`config.mk`:
```
export PLATFORM = sky130hd
export DESIGN_NAME = button_conditioner
export DESIGN_NICKNAME = d
export VERILOG_FILES = /design/src/rtl/button_conditioner_pkg.sv /design/src/rtl/debounce_channel.sv /design/src/rtl/button_conditioner.sv
export SDC_FILE = /design/constraint.sdc
export NUM_CORES = 1
export LEC_CHECK = 0
export ABC_AREA = 1
export CAP_MARGIN = 40
export CORE_AREA = 2 2 44 46
export DETAILED_ROUTE_END_ITERATION = 6
export DIE_AREA = 0 0 46 48
export DONT_BUFFER_PORTS = 1
export PLACE_DENSITY_LB_ADDON = 0.12
export SLEW_MARGIN = 10
export SYNTH_ARGS = -nofsm -noshare
export SYNTH_HDL_FRONTEND = slang
export SYNTH_SLANG_ARGS = --single-unit
```
`constraint.sdc`:
```
create_clock -name Clk -period 1.57 [get_ports Clk]
set_clock_uncertainty 0.1 [all_clocks]
set_input_delay 0.3925 -clock Clk [delete_from_list [all_inputs] [get_ports Clk]]
set_output_delay 0.3925 -clock Clk [all_outputs]
set_load 0.05 [all_outputs]
```
`src/rtl/button_conditioner_pkg.sv`:
```
// Shared types and defaults for the button/switch input conditioner.
// Latency: n/a (types and constants only). Backpressure: none.
// Feature macro: BUTTON_DEBOUNCE_EN (debounce counters in debounce_channel).
package button_conditioner_pkg;

  typedef enum logic [1:0] {
    RELEASED        = 2'd0,
    PRESS_PENDING   = 2'd1,
    PRESSED         = 2'd2,
    RELEASE_PENDING = 2'd3
  } chan_state_t;

  localparam int DEBOUNCE_CYCLES_DEFAULT = 50000;
  localparam int SYNC_STAGES_DEFAULT     = 2;

endpackage

```
`src/rtl/debounce_channel.sv`:
```
// One active-low button: synchronizer, stability counter, 4-state FSM, level and press pulse.
// Latency: SYNC_STAGES+DEBOUNCE_CYCLES (BUTTON_DEBOUNCE_EN) else SYNC_STAGES+1. Backpressure: none.
// Without BUTTON_DEBOUNCE_EN the counter and pending states are compiled out.
module debounce_channel
  import button_conditioner_pkg::*;
#(
  parameter int DEBOUNCE_CYCLES = DEBOUNCE_CYCLES_DEFAULT,
  parameter int SYNC_STAGES     = SYNC_STAGES_DEFAULT
) (
  input  logic clk,
  input  logic rst_n,
  input  logic btn_raw,
  output logic level,
  output logic pulse
);

  if (DEBOUNCE_CYCLES < 1 || SYNC_STAGES < 2) begin : g_bad_param
    $error("debounce_channel: DEBOUNCE_CYCLES must be >= 1 and SYNC_STAGES >= 2");
  end

  logic [SYNC_STAGES-1:0] sync_q;
  logic                   synced;
  chan_state_t            state;

  // Idle level of the button is high, so the chain resets to all ones.
  always_ff @(posedge clk or negedge rst_n) begin
    if (!rst_n) sync_q <= '1;
    else        sync_q <= {sync_q[SYNC_STAGES-2:0], btn_raw};
  end

  assign synced = sync_q[SYNC_STAGES-1];

`ifdef BUTTON_DEBOUNCE_EN
  localparam int             CNT_W    = $clog2(DEBOUNCE_CYCLES + 1);
  localparam logic [CNT_W-1:0] CNT_LAST = CNT_W'(DEBOUNCE_CYCLES - 1);
  localparam logic [CNT_W-1:0] CNT_ONE  = CNT_W'(1);

  logic [CNT_W-1:0] cnt;
`endif

  always_ff @(posedge clk or negedge rst_n) begin
    if (!rst_n) begin
      state <= RELEASED;
      level <= 1'b1;
      pulse <= 1'b0;
`ifdef BUTTON_DEBOUNCE_EN
      cnt   <= '0;
`endif
    end else begin
      pulse <= 1'b0;
      case (state)
`ifdef BUTTON_DEBOUNCE_EN
        // cnt holds the number of consecutive stable cycles seen so far,
        // including the cycle that left the settled state.
        RELEASED: begin
          if (!synced) begin
            if (CNT_LAST == '0) begin
              state <= PRESSED;
              level <= 1'b0;
              pulse <= 1'b1;
            end else begin
              state <= PRESS_PENDING;
              cnt   <= CNT_ONE;
            end
          end
        end
        PRESS_PENDING: begin
          if (synced) begin
            state <= RELEASED;
            cnt   <= '0;
          end else if (cnt >= CNT_LAST) begin
            state <= PRESSED;
            level <= 1'b0;
            pulse <= 1'b1;
            cnt   <= '0;
          end else begin
            cnt <= cnt + CNT_ONE;
          end
        end
        PRESSED: begin
          if (synced) begin
            if (CNT_LAST == '0) begin
              state <= RELEASED;
              level <= 1'b1;
            end else begin
              state <= RELEASE_PENDING;
              cnt   <= CNT_ONE;
            end
          end
        end
        RELEASE_PENDING: begin
          if (!synced) begin
            state <= PRESSED;
            cnt   <= '0;
          end else if (cnt >= CNT_LAST) begin
            state <= RELEASED;
            level <= 1'b1;
            cnt   <= '0;
          end else begin
            cnt <= cnt + CNT_ONE;
          end
        end
        default: begin
          state <= RELEASED;
          level <= 1'b1;
          cnt   <= '0;
        end
`else
        RELEASED: begin
          if (!synced) begin
            state <= PRESSED;
            level <= 1'b0;
            pulse <= 1'b1;
          end
        end
        PRESSED: begin
          if (synced) begin
            state <= RELEASED;
            level <= 1'b1;
          end
        end
        default: begin
          state <= RELEASED;
          level <= 1'b1;
        end
`endif
      endcase
    end
  end

endmodule

```
`src/rtl/button_conditioner.sv`:
```
// Board-pin conditioner: two debounced active-low buttons with press pulses, synced 8-bit switches.
// Latency: buttons per debounce_channel, S = SYNC_STAGES cycles. Backpressure: none.
// Feature macro: BUTTON_DEBOUNCE_EN (enables button debounce counters).
module button_conditioner
  import button_conditioner_pkg::*;
#(
  parameter int DEBOUNCE_CYCLES = DEBOUNCE_CYCLES_DEFAULT,
  parameter int SYNC_STAGES     = SYNC_STAGES_DEFAULT
) (
  input  logic       Clk,
  input  logic       reset,
  input  logic       clear_a_load_b_raw,
  input  logic       run_raw,
  input  logic [7:0] S_raw,
  output logic       clear_a_load_b,
  output logic       run,
  output logic [7:0] S,
  output logic       clear_pulse,
  output logic       run_pulse
);

  logic [SYNC_STAGES-1:0][7:0] s_q;

  debounce_channel #(
    .DEBOUNCE_CYCLES (DEBOUNCE_CYCLES),
    .SYNC_STAGES     (SYNC_STAGES)
  ) u_clear_chan (
    .clk     (Clk),
    .rst_n   (reset),
    .btn_raw (clear_a_load_b_raw),
    .level   (clear_a_load_b),
    .pulse   (clear_pulse)
  );

  debounce_channel #(
    .DEBOUNCE_CYCLES (DEBOUNCE_CYCLES),
    .SYNC_STAGES     (SYNC_STAGES)
  ) u_run_chan (
    .clk     (Clk),
    .rst_n   (reset),
    .btn_raw (run_raw),
    .level   (run),
    .pulse   (run_pulse)
  );

  // Switches settle long before any debounced press, so a plain synchronizer suffices.
  always_ff @(posedge Clk or negedge reset) begin
    if (!reset) s_q <= '0;
    else        s_q <= {s_q[SYNC_STAGES-2:0], S_raw};
  end

  assign S = s_q[SYNC_STAGES-1];

endmodule
```
Word level (Yosys, flattened, before mapping). Index checks and enable logic that the tools add are counted.

Equality and inequality tests: 6. Muxes and demuxes: 16. Reductions and logical operators: 4.

Operators by type and width (number): 1-bit 2-to-1 mux (8); 2-bit 2-to-1 mux (4); 2-bit one-hot mux with 2 select lines (2); 2-bit equality test (second input constant) (2); 2-bit zero test (2); 2-bit by 1-bit inequality test with 1-bit output (second input constant) (2); 2-bit inequality test (second input constant) (2); 1-bit one-hot mux with 2 select lines (2); 2-bit AND reduction (2).

Register bits after elaboration: 28. Input bits: 12. Output and inout bits: 12.

Logic depth before layout (Yosys ltp). Gate-level depths: netlist (run 1).

Depth in word-level cells: 3. Mapped depth: 5. Mapped depth without buffers: 5.

Modules after synthesis. A second synthesis (run 1) with hierarchy kept.

Cells, all modules: 54. Area total of the unflattened synthesis: 815.8 um^2.

Modules (own cells, without submodules): button_conditioner (instances 1, cells an instance 24, area each 460.4 um^2, seq. area each 400.4 um^2); debounce_channel (instances 2, cells an instance 15, area each 177.7 um^2, seq. area each 128.9 um^2).

Worst setup path before layout (run 1). No wires, ideal clock.

Path kind: flip-flop to flip-flop. Start: reg u_clear_chan.sync_q[1]. End: reg u_clear_chan.state[1]. Library setup time: 0.116 ns. Data arrival time: 0.949 ns. Data required time: 1.354 ns. Setup slack: 0.404 ns. Stages on the path, launching flop included: 6. Buffers on the path: 0. Clock period less this slack: 1.166 ns. Cells stage by stage: dfstp_2 inv_1 ha_1 inv_2 nand2_2 nand2_1.

Word-level cells in the longest chain between the ends: 2. Elaborated cells between the ends (all ways): 3. Those cells by class: 2 x eq/ne; 1 x reduce/logical.

RTL lines: start, declared (RTL line debounce_channel.sv:21) `logic [SYNC_STAGES-1:0] sync_q;`; start signal, assigned (RTL line debounce_channel.sv:28) `else sync_q <= {sync_q[SYNC_STAGES-2:0], btn_raw};`; 2-bit by 1-bit inequality test with 1-bit output (no line) or 2-bit inequality test (tied branches); 2-bit AND reduction (no line) *; end signal, assigned (RTL line debounce_channel.sv:43) `state <= RELEASED;`; end signal, assigned (RTL line debounce_channel.sv:111) `state <= PRESSED;`; end signal, assigned (RTL line debounce_channel.sv:118) `state <= RELEASED;`; end, declared (RTL line debounce_channel.sv:23) `chan_state_t state;`.

Mark *: on every way between the ends. The rest lies on a longest branch, timed or not. A chain may end at the register's enable or synchronous reset.

Final worst setup path (run 1).
Start: reg u_run_chan.level. End: out run.

RTL lines: start, declared (RTL line debounce_channel.sv:13) `output logic level,`; start signal, assigned (RTL line debounce_channel.sv:44) `level <= 1'b1;`; start signal, assigned (RTL line debounce_channel.sv:112) `level <= 1'b0;`; start signal, assigned (RTL line debounce_channel.sv:119) `level <= 1'b1;`; end, declared (RTL line button_conditioner.sv:16) `output logic run,`.

No word-level cell between the ends.

==> metrics, run 1 <==
setup bufs post-CTS=0; Worst Path Arrival=1020 ps; GRT overflow=0; Yosys reg bits=26; Setup crit end kind=output pin; hold-fix buffers at CTS=11; Die Area=0.00221 mm2; hold slack=261 ps; Synthesized Nets=68; Worst-Skew Late Latency=310 ps; post-synthesis sequential area ratio=80.7%; cts repair resizes=0; Max Clock Freq=660 MHz; via count=370; H-tree Lvls=1; DP Worst Slack=332 ps; DIE WIDTH=46 um; CTS Buffer Depth=2; CP Launch Type=flop; Top Metal Used=met4; Sink Count=26; total track usage=11.5%; vias in the first global route=371; hold path depth=0; FILL cells=133; maxcap violations=0; Clk network pwr share=25.7%; multi-input logic area=75.1 um2; CP Class=flop to output pin; most frequent cells in the layout=dfrtp_1, dlygate4sd3_1, nand2_1; Final Hold Viols=0; Clock transition at path regs=130 ps; commonest non-fill, non-tap cell in the layout=dfrtp_1; metal3 WL=60 um; Synth Instances=54; Ports=24; class of the worst hold path=flop to flop; routed length per instance=13.2 um; Die H=48 um; VDD IR max=0.00100 V; final setup vio count=0; P_sw=0.561 mW; crit path max fanout=2; RSZ-0062 raised after global routing=false; num rows=15; total number of yosys warnings=0; WL met1=394 um; layout cell share with drive strength beyond 1=27.4%; PortBufs=0; Req. time, crit path=1080 ps; Comb power frac=14.2%; setup TNS=0 ps; routability cong.=0.592; total wire length=1.05 mm; Worst Slack Setup Final=53.8 ps; WL met2=578 um; # diodes=0; switching share of power=33.0%; minimum clock period=1520 ps; CP Depth=0; sequential power share=60.1%; Initial Util=48.3%; CTS tree=built; global-route wire length before repair=1.60 mm; final instance area=955 um2; Routed Antenna Nets=0; DR vias/cell=4.68; Reg2Reg Depth=5; syn avg cell area=15.1 um2; initial DRC count=6; CTS Buf Count=3; Pwr Density=1780 mW/mm2; Tcrit/Tclk final=96.6%; status=finished clean; Placed Area=777 um2; Root Driver=clkbuf_4; largest net degree at the start of global routing=27; register area=658 um2; post-synth cell types=8; Lkg Pwr=0.458 nW; Layout area overhead=17.0%; internal power=1.14 mW; Floorplan Core Area=0.00169 mm2; placed wire-length estimate=689 um; post-synth design cell area=816 um2; max-slew violation count=0; Net count, final=77; Residual DRC=0; initial antenna violation count=0; Slew @ Worst Pin=455 ps; Rel. slew slack=69.7%; first-pass iteration count of the detailed router=4
cell type report:
| class | instances | area share (%) |
|---|---|---|
| Clock buffer | 3 | 2.36 |
| Clock inverter | 1 | 3.15 |
| Inverter | 6 | 2.36 |
| Multi-Input combinational cell | 14 | 7.86 |
| Sequential cell | 26 | 68.9 |
| Tap cell | 17 | 2.23 |
| Timing Repair Buffer | 12 | 13.1 |
state kept, by name, summed over array words and instances (netlist names):
signal               cells
s_q                      8
u_clear_chan.level       1
u_run_chan.pulse         1
u_clear_chan.state       1
u_clear_chan.pulse       1
u_clear_chan.sync_q      2
u_run_chan.state         1
u_run_chan.sync_q        2
S                        8
u_run_chan.level         1
cell families (layout without fill, tap and decap cells):
group | count (synthesis) | in the layout | synth area share (%)
flops | 26 | 26 | 80.7
buf+inv | 14 | 22 | 10.1
simple gates | 12 | 12 | 6.14
fa+ha+maj | 2 | 2 | 3.07
synthesized netlist by cell type:
master | n | share of area [%]
dfrtp_1 | 20 | 61
inv_2 | 4 | 1.8
nand2_1 | 10 | 4.6
nand2_2 | 2 | 1.5
dfstp_2 | 6 | 19
buf_4 | 8 | 7.4
inv_1 | 2 | 0.92
ha_1 | 2 | 3.1
power groups by stage:
stage	clock, mW	sequential, mW	combinational, mW
global route	0.496	1.03	0.280
floorplan	0	0.982	0.212
global placement	0	1.03	0.167
detailed placement	0	1.04	0.202
finish	0.438	1.02	0.241
CTS	0.454	1.02	0.238
metrics by stage:
step	total power [mW]	cells	util [%]
6_report	1.70	79	56.5
5_1_grt	1.81	79	56.5
4_1_cts	1.71	78	55.6
3_5_place_dp	1.24	63	46.0
3_3_place_gp	1.20	63	46.0
2_1_floorplan	1.19	54	-
final timing paths:
check	startpoint	end	slack [ps]
setup reg to reg	u_run_chan.sync_q[1]$_DFF_PN1_	u_run_chan.state[1]$_DFFE_PN0P_	310
setup / recovery	u_run_chan.level$_DFFE_PN1P_	run	50
min in group asynchronous	reset	S[3]$_DFF_PN0_	300
hold reg to reg	s_q[1]$_DFF_PN0_	S[1]$_DFF_PN0_	260
hold / removal	s_q[1]$_DFF_PN0_	S[1]$_DFF_PN0_	260
max in group asynchronous	reset	u_clear_chan.sync_q[1]$_DFF_PN1_	570
layer usage:
layer	GRT usage, %	vias up
met5	0	-
met4	8.57	0
met3	3.40	2
met2	20.0	16
met1	11.5	186
li1	-	166
Note: power is estimated with default switching activity, not from simulation.
==> run 2, diff against run 1 <==
--- a/config.mk
+++ b/config.mk
@@ -11,6 +11,7 @@
 export DETAILED_ROUTE_END_ITERATION = 6
 export DIE_AREA = 0 0 46 48
 export DONT_BUFFER_PORTS = 1
+export GPL_TIMING_DRIVEN = 0
 export PLACE_DENSITY_LB_ADDON = 0.12
 export SLEW_MARGIN = 10
 export SYNTH_ARGS = -nofsm -noshare
==> run 2 against run 1 <==
Sequential power decreased by 4%. Worst hold slack better by 2.1 ps. Count of clock-buffer cells in the layout up 1. Critical path depth stayed put. Global-route usage fell by 0.26 points. Maximum frequency up 0.22%. Core utilization up 2.0 points. Combinational power rose by 13%. Largest power group unchanged. Worst setup slack improved by 3.3 ps. Die area unchanged. Flip-flop and latch count did not move. Sequential share of layout area shrank 2.4 points.
==> metrics, run 2 (synthesis gave the netlist of run 1 again) <==
routability cong.=0.564 (-4.7%); worst r2r src=u_clear_chan.sync_q[1]$_DFF_PN1_; GRT overflow=0 (unchanged); Residual DRC=0 (unchanged); Pwr Density=1590 mW/mm2 (-11%); maxcap violations=0 (unchanged); RR Endpoint=u_clear_chan.state[1]$_DFFE_PN0P_; CTS tree=built; initial antenna violation count=0 (unchanged); Slew @ Worst Pin=533 ps (+78.2 ps); placed wire-length estimate=606 um (-12%); via count=385 (+4.1%); Worst Path Arrival=1020 ps (about the same); VDD IR max=0.000901 V (-10%); max-slew violation count=0 (unchanged); Final Hold Viols=0 (unchanged); Worst-Skew Late Latency=310 ps (about the same); routed length per instance=11.4 um (-13%); largest net degree at the start of global routing=27 (unchanged); initial DRC count=1 (-5); Rel. slew slack=64.4% (-5.2 points); status=finished clean; CP Class=flop to output pin; layout cell share with drive strength beyond 1=35.7% (+8.3 points); Reg2Reg Depth=5 (unchanged); Req. time, crit path=1080 ps (about the same); first-pass iteration count of the detailed router=2 (-2); R2R Setup Slk=350 ps (+40 ps); DR vias/cell=4.43 (-5.5%); setup TNS=0 ps (unchanged); DIE WIDTH=46 um (unchanged); Setup crit end kind=output pin; Worst Setup EP=clear_a_load_b; Initial Util=48.3% (unchanged); Max Clock Freq=661 MHz (+0.22%); PortBufs=0 (unchanged); CTS Buffer Depth=2 (unchanged); # diodes=0 (unchanged); global-route wire length before repair=1.55 mm (-3.0%); vias in the first global route=380 (+2.4%); worst hold start=s_q[7]$_DFF_PN0_; Root Driver=clkbuf_4; hold slack=263 ps (+2.09 ps); CP Depth=0 (unchanged); num rows=15 (unchanged); Sink Count=26 (unchanged); RSZ-0062 raised after global routing=false; class of the worst hold path=flop to flop; total track usage=11.2% (-0.26 points); H-tree Lvls=1 (unchanged); Die Area=0.00221 mm2 (unchanged); Lkg Pwr=0.486 nW (+6.1%); minimum clock period=1510 ps (-3.28 ps); Die H=48 um (unchanged); Net count, final=85 (+10%); most frequent cells in the layout=dfrtp_1, dlygate4sd3_1, nand2_1; CTS Buf Count=3 (unchanged); total wire length=996 um (-4.7%); Clock transition at path regs=120 ps (about the same); final setup vio count=0 (unchanged); CP Launch Type=flop; Tcrit/Tclk final=96.4% (-0.21 points); crit path max fanout=2 (unchanged); Floorplan Core Area=0.00169 mm2 (unchanged); commonest non-fill, non-tap cell in the layout=dfrtp_1; cts repair resizes=0 (unchanged); Routed Antenna Nets=0 (unchanged); Ports=24 (unchanged); Layout area overhead=21.2%; CP Launch Point=u_clear_chan.level$_DFFE_PN1P_
## run 2: cell types whose count changed in the layout (fill, tap and decap cells not counted), sizes merged
cell,previous run,this run
clkbuf,3,4
bufinv,1,0
buf,1,9
## run 2: area by class of cell
| class | instances | area (um2) |
|---|---|---|
| inverters | 6 | 22.5 |
| repair buffers | 12 | 115 |
| multi-input cells | 14 | 75.1 |
| flip-flops and latches | 26 | 658 |
| well taps | 17 | 21.3 |
| plain buffers | 8 | 60.1 |
| fillers | 148 | 701 |
| clock buffers | 4 | 36.3 |
## run 2: worst reg2reg max path, delay by kind of cell, from the launching register on
family	cells	cell delay [ps]
simple gates	2	90
fa+ha+maj	1	310
flops	1	530
buf+inv	2	80
## run 2: per-stage QoR
stage	utilization [%]	area, um2	setup slack [ps]	instances	total power [mW]
after detailed placement	49.6	837	362	71	1.23
final	58.5	988	57.1	87	1.57
after floorplan	-	816	404	54	1.19
after CTS	58.2	983	28.0	86	1.60
after global placement	49.6	837	374	71	1.22
after global routing	58.5	988	16.4	87	1.67
## run 2: worst min path at each step
stage	end	slack, ps	cells past startpoint
floorplan	S[0]$_DFF_PN0_	-3	0
global placement	S[0]$_DFF_PN0_	-3	0
detailed placement	S[0]$_DFF_PN0_	-3	0
CTS	S[1]$_DFF_PN0_	260	0
global route	u_clear_chan.sync_q[1]$_DFF_PN1_	270	0
finish	S[7]$_DFF_PN0_	260	0
## run 2: report_power, final
part / internal [mW] / total (mW) / switching [mW]
registers: 0.788 / 0.979 / 0.191
clock network: 0.142 / 0.318 / 0.176
logic: 0.104 / 0.272 / 0.168
total: 1.03 / 1.57 / 0.535
## run 2: layer usage
metal / share of wire, % / vias to the layer above / track usage [%] / wire [um]
li1: - / 182 / - / -
met1: 39 / 187 / 12.0 / 390
met2: 54 / 14 / 17.8 / 540
met3: 4.6 / 2 / 2.26 / 46
met4: 1.8 / 0 / 12.0 / 18
met5: 0 / - / 0 / 0
## run 2: what timing repair did
item | in CTS | in global routing
hold buffers | 11 | 1
buffers inserted | 0 | 0
hold endpoints to repair | 36 | 20
==> run 3, diff against run 2 <==
--- a/config.mk
+++ b/config.mk
@@ -7,10 +7,9 @@
 export LEC_CHECK = 0
 export ABC_AREA = 1
 export CAP_MARGIN = 40
-export CORE_AREA = 2 2 44 46
+export CORE_AREA = 5 5 50 52
 export DETAILED_ROUTE_END_ITERATION = 6
-export DIE_AREA = 0 0 46 48
-export DONT_BUFFER_PORTS = 1
+export DIE_AREA = 0 0 55 57
 export GPL_TIMING_DRIVEN = 0
 export PLACE_DENSITY_LB_ADDON = 0.12
 export SLEW_MARGIN = 10
==> run 3 against run 2 <==
Final area is 11% higher. First-iteration DRC count grew 100%. Count of clock-buffer cells in the layout unchanged. Maximum frequency is 0.11% lower. Worst hold slack about the same. Flip-flop and latch count stayed put. Register-to-register slack is essentially flat. Core utilization decreased by 5.4 points. Clock power is essentially flat. Global-route usage decreased by 1.8 points. Critical path type unchanged. Highest routed layer unchanged.
==> metrics, run 3 (synthesis gave the netlist of run 1 again) <==
CTS Buffer Depth=2 (unchanged); Cell Chain, Critical Path=buf_6; final instance area=0.00110 mm2 (+11%); CP max-delay cell=dfstp_2; CP max stage delay=560 ps; Rel. slew slack=64.0% (-0.46 points); minimum clock period=1510 ps (+1.74 ps); routability cong.=0.698 (+24%); Clock transition at path regs=130 ps (about the same); worst hold start=s_q[4]$_DFF_PN0_; CTS Buf Count=3 (unchanged); vias in the first global route=479 (+26%); commonest non-fill, non-tap cell in the layout=dfrtp_1; DIE WIDTH=55 um (+20%); H-tree Lvls=1 (unchanged); CTS tree=built; most frequent cells in the layout=dfrtp_1, clkdlybuf4s50_1, nand2_1, buf_4, buf_2; routed length per instance=10.6 um (-7.1%); CP Launch Type=flop; Residual DRC=0 (unchanged); Routed Antenna Nets=0 (unchanged); worst r2r src=u_run_chan.sync_q[1]$_DFF_PN1_; CP Depth=1 (+1); FILL cells=193 (+30%); Slew @ Worst Pin=538 ps (+5.19 ps); Pwr Density=1510 mW/mm2 (-4.6%); class of the worst hold path=flop to flop; hold-fix buffers at CTS=0 (-11); placed wire-length estimate=928 um (+53%); CP Launch Point=u_clear_chan.level$_DFFE_PN1P_; initial antenna violation count=0 (unchanged); # diodes=0 (unchanged); crit path max fanout=2 (unchanged); R2R Setup Slk=340 ps (about the same); Ports=24 (unchanged); largest net degree at the start of global routing=16 (-41%); first-pass iteration count of the detailed router=2 (unchanged); PortBufs=23 (+23); hold slack=263 ps (+0.0420 ps); total wire length=1.17 mm (+17%); Layout Utilization=53.1% (-5.4 points); cell family with most CP delay=flip-flops; Layout area overhead=34.4%; Placed Area=0.00110 mm2 (+31%); Worst Path Arrival=1020 ps (about the same); status=finished clean; Tcrit/Tclk final=96.5% (+0.11 points); via count=434 (+13%); Root Driver=clkbuf_4; Initial Util=39.5% (-8.8 points); VDD IR max=0.00104 V (+16%); CP Class=flop to output pin; max-slew violation count=0 (unchanged); setup bufs post-CTS=0 (unchanged); Crit path buffers/inverters=1; num rows=17 (+2); GRT overflow=0 (unchanged); Setup crit end kind=output pin; Max Clock Freq=660 MHz (-0.11%); global-route wire length before repair=2.01 mm (+30%); layout cell share with drive strength beyond 1=45.1% (+9.4 points); hold path depth=0 (unchanged); maxcap violations=0 (unchanged); final setup vio count=0 (unchanged); Die H=57 um (+19%); Final Hold Viols=0 (unchanged); Sink Count=26 (unchanged); Net count, final=97 (+14%); Floorplan Core Area=0.00206 mm2 (+22%); Worst-Skew Late Latency=300 ps (about the same); initial DRC count=2 (+1); total track usage=9.37% (-1.8 points); Lkg Pwr=0.541 nW (+11%); Die Area=0.00314 mm2 (+42%); DR vias/cell=3.95 (-11%); Req. time, crit path=1080 ps (about the same); Reg2Reg Depth=5 (unchanged); setup TNS=0 ps (unchanged); RSZ-0062 raised after global routing=true
-- run 3: cell count changes in the layout (fill, tap and decap cells not counted), sizes merged --
cell | before | now
buf | 9 | 20
clkdlybuf4s15 | 0 | 1
clkdlybuf4s50 | 0 | 11
dlygate4sd3 | 11 | 0
-- run 3: final timing paths --
kind,to
max in group asynchronous,u_run_chan.sync_q[0]$_DFF_PN1_
max,clear_a_load_b
min reg2reg,S[4]$_DFF_PN0_
min,S[4]$_DFF_PN0_
max reg2reg,u_run_chan.state[1]$_DFFE_PN0P_
min in group asynchronous,S[5]$_DFF_PN0_
-- run 3: worst reg2reg max path, stage by stage, from the launching register on --
cell and delay, ps:
dfstp_2 540, inv_1 30, ha_1 310, inv_2 50
nand2_2 60, nand2_1 50
-- run 3: final cells by class --
type / count / area [um2] / area share [%]
multi-input cells: 14 / 75.1 / 6.85
well taps: 28 / 35.0 / 3.20
clock buffers: 4 / 36.3 / 3.31
flip-flops and latches: 26 / 658 / 60.0
inverters: 6 / 22.5 / 2.05
repair buffers: 24 / 209 / 19.1
plain buffers: 8 / 60.1 / 5.48
-- run 3: what timing repair did --
item / in CTS / in global routing
setup endpoints to repair: 12 / 5
resized for setup: 58 / 8
pin swaps: 0 / 0
-- run 3: metrics by stage --
stage / std cells / worst slack, ps / power [mW]
global route: 110 / -5.23 / 1.78
detailed placement: 106 / -227 / 1.37
global placement: 105 / -239 / 1.34
floorplan: 54 / 404 / 1.19
finish: 110 / 55.4 / 1.66
CTS: 110 / 6.82 / 1.67
-- run 3: power by group --
group          total (mW)  switching [mW]  internal [mW]
clock               0.316           0.174          0.141
combinational       0.507           0.326          0.181
sequential          0.836          0.0512          0.785
-- run 3: metal layers --
metal / GRT usage, % / wire [um] / vias to the layer above / share of wire, %
met5: 0 / 0 / - / 0
met4: 5.21 / 10 / 0 / 0.85
met3: 3.39 / 79 / 2 / 6.8
met2: 16.4 / 662 / 12 / 57
met1: 9.11 / 417 / 213 / 36
li1: - / - / 207 / -
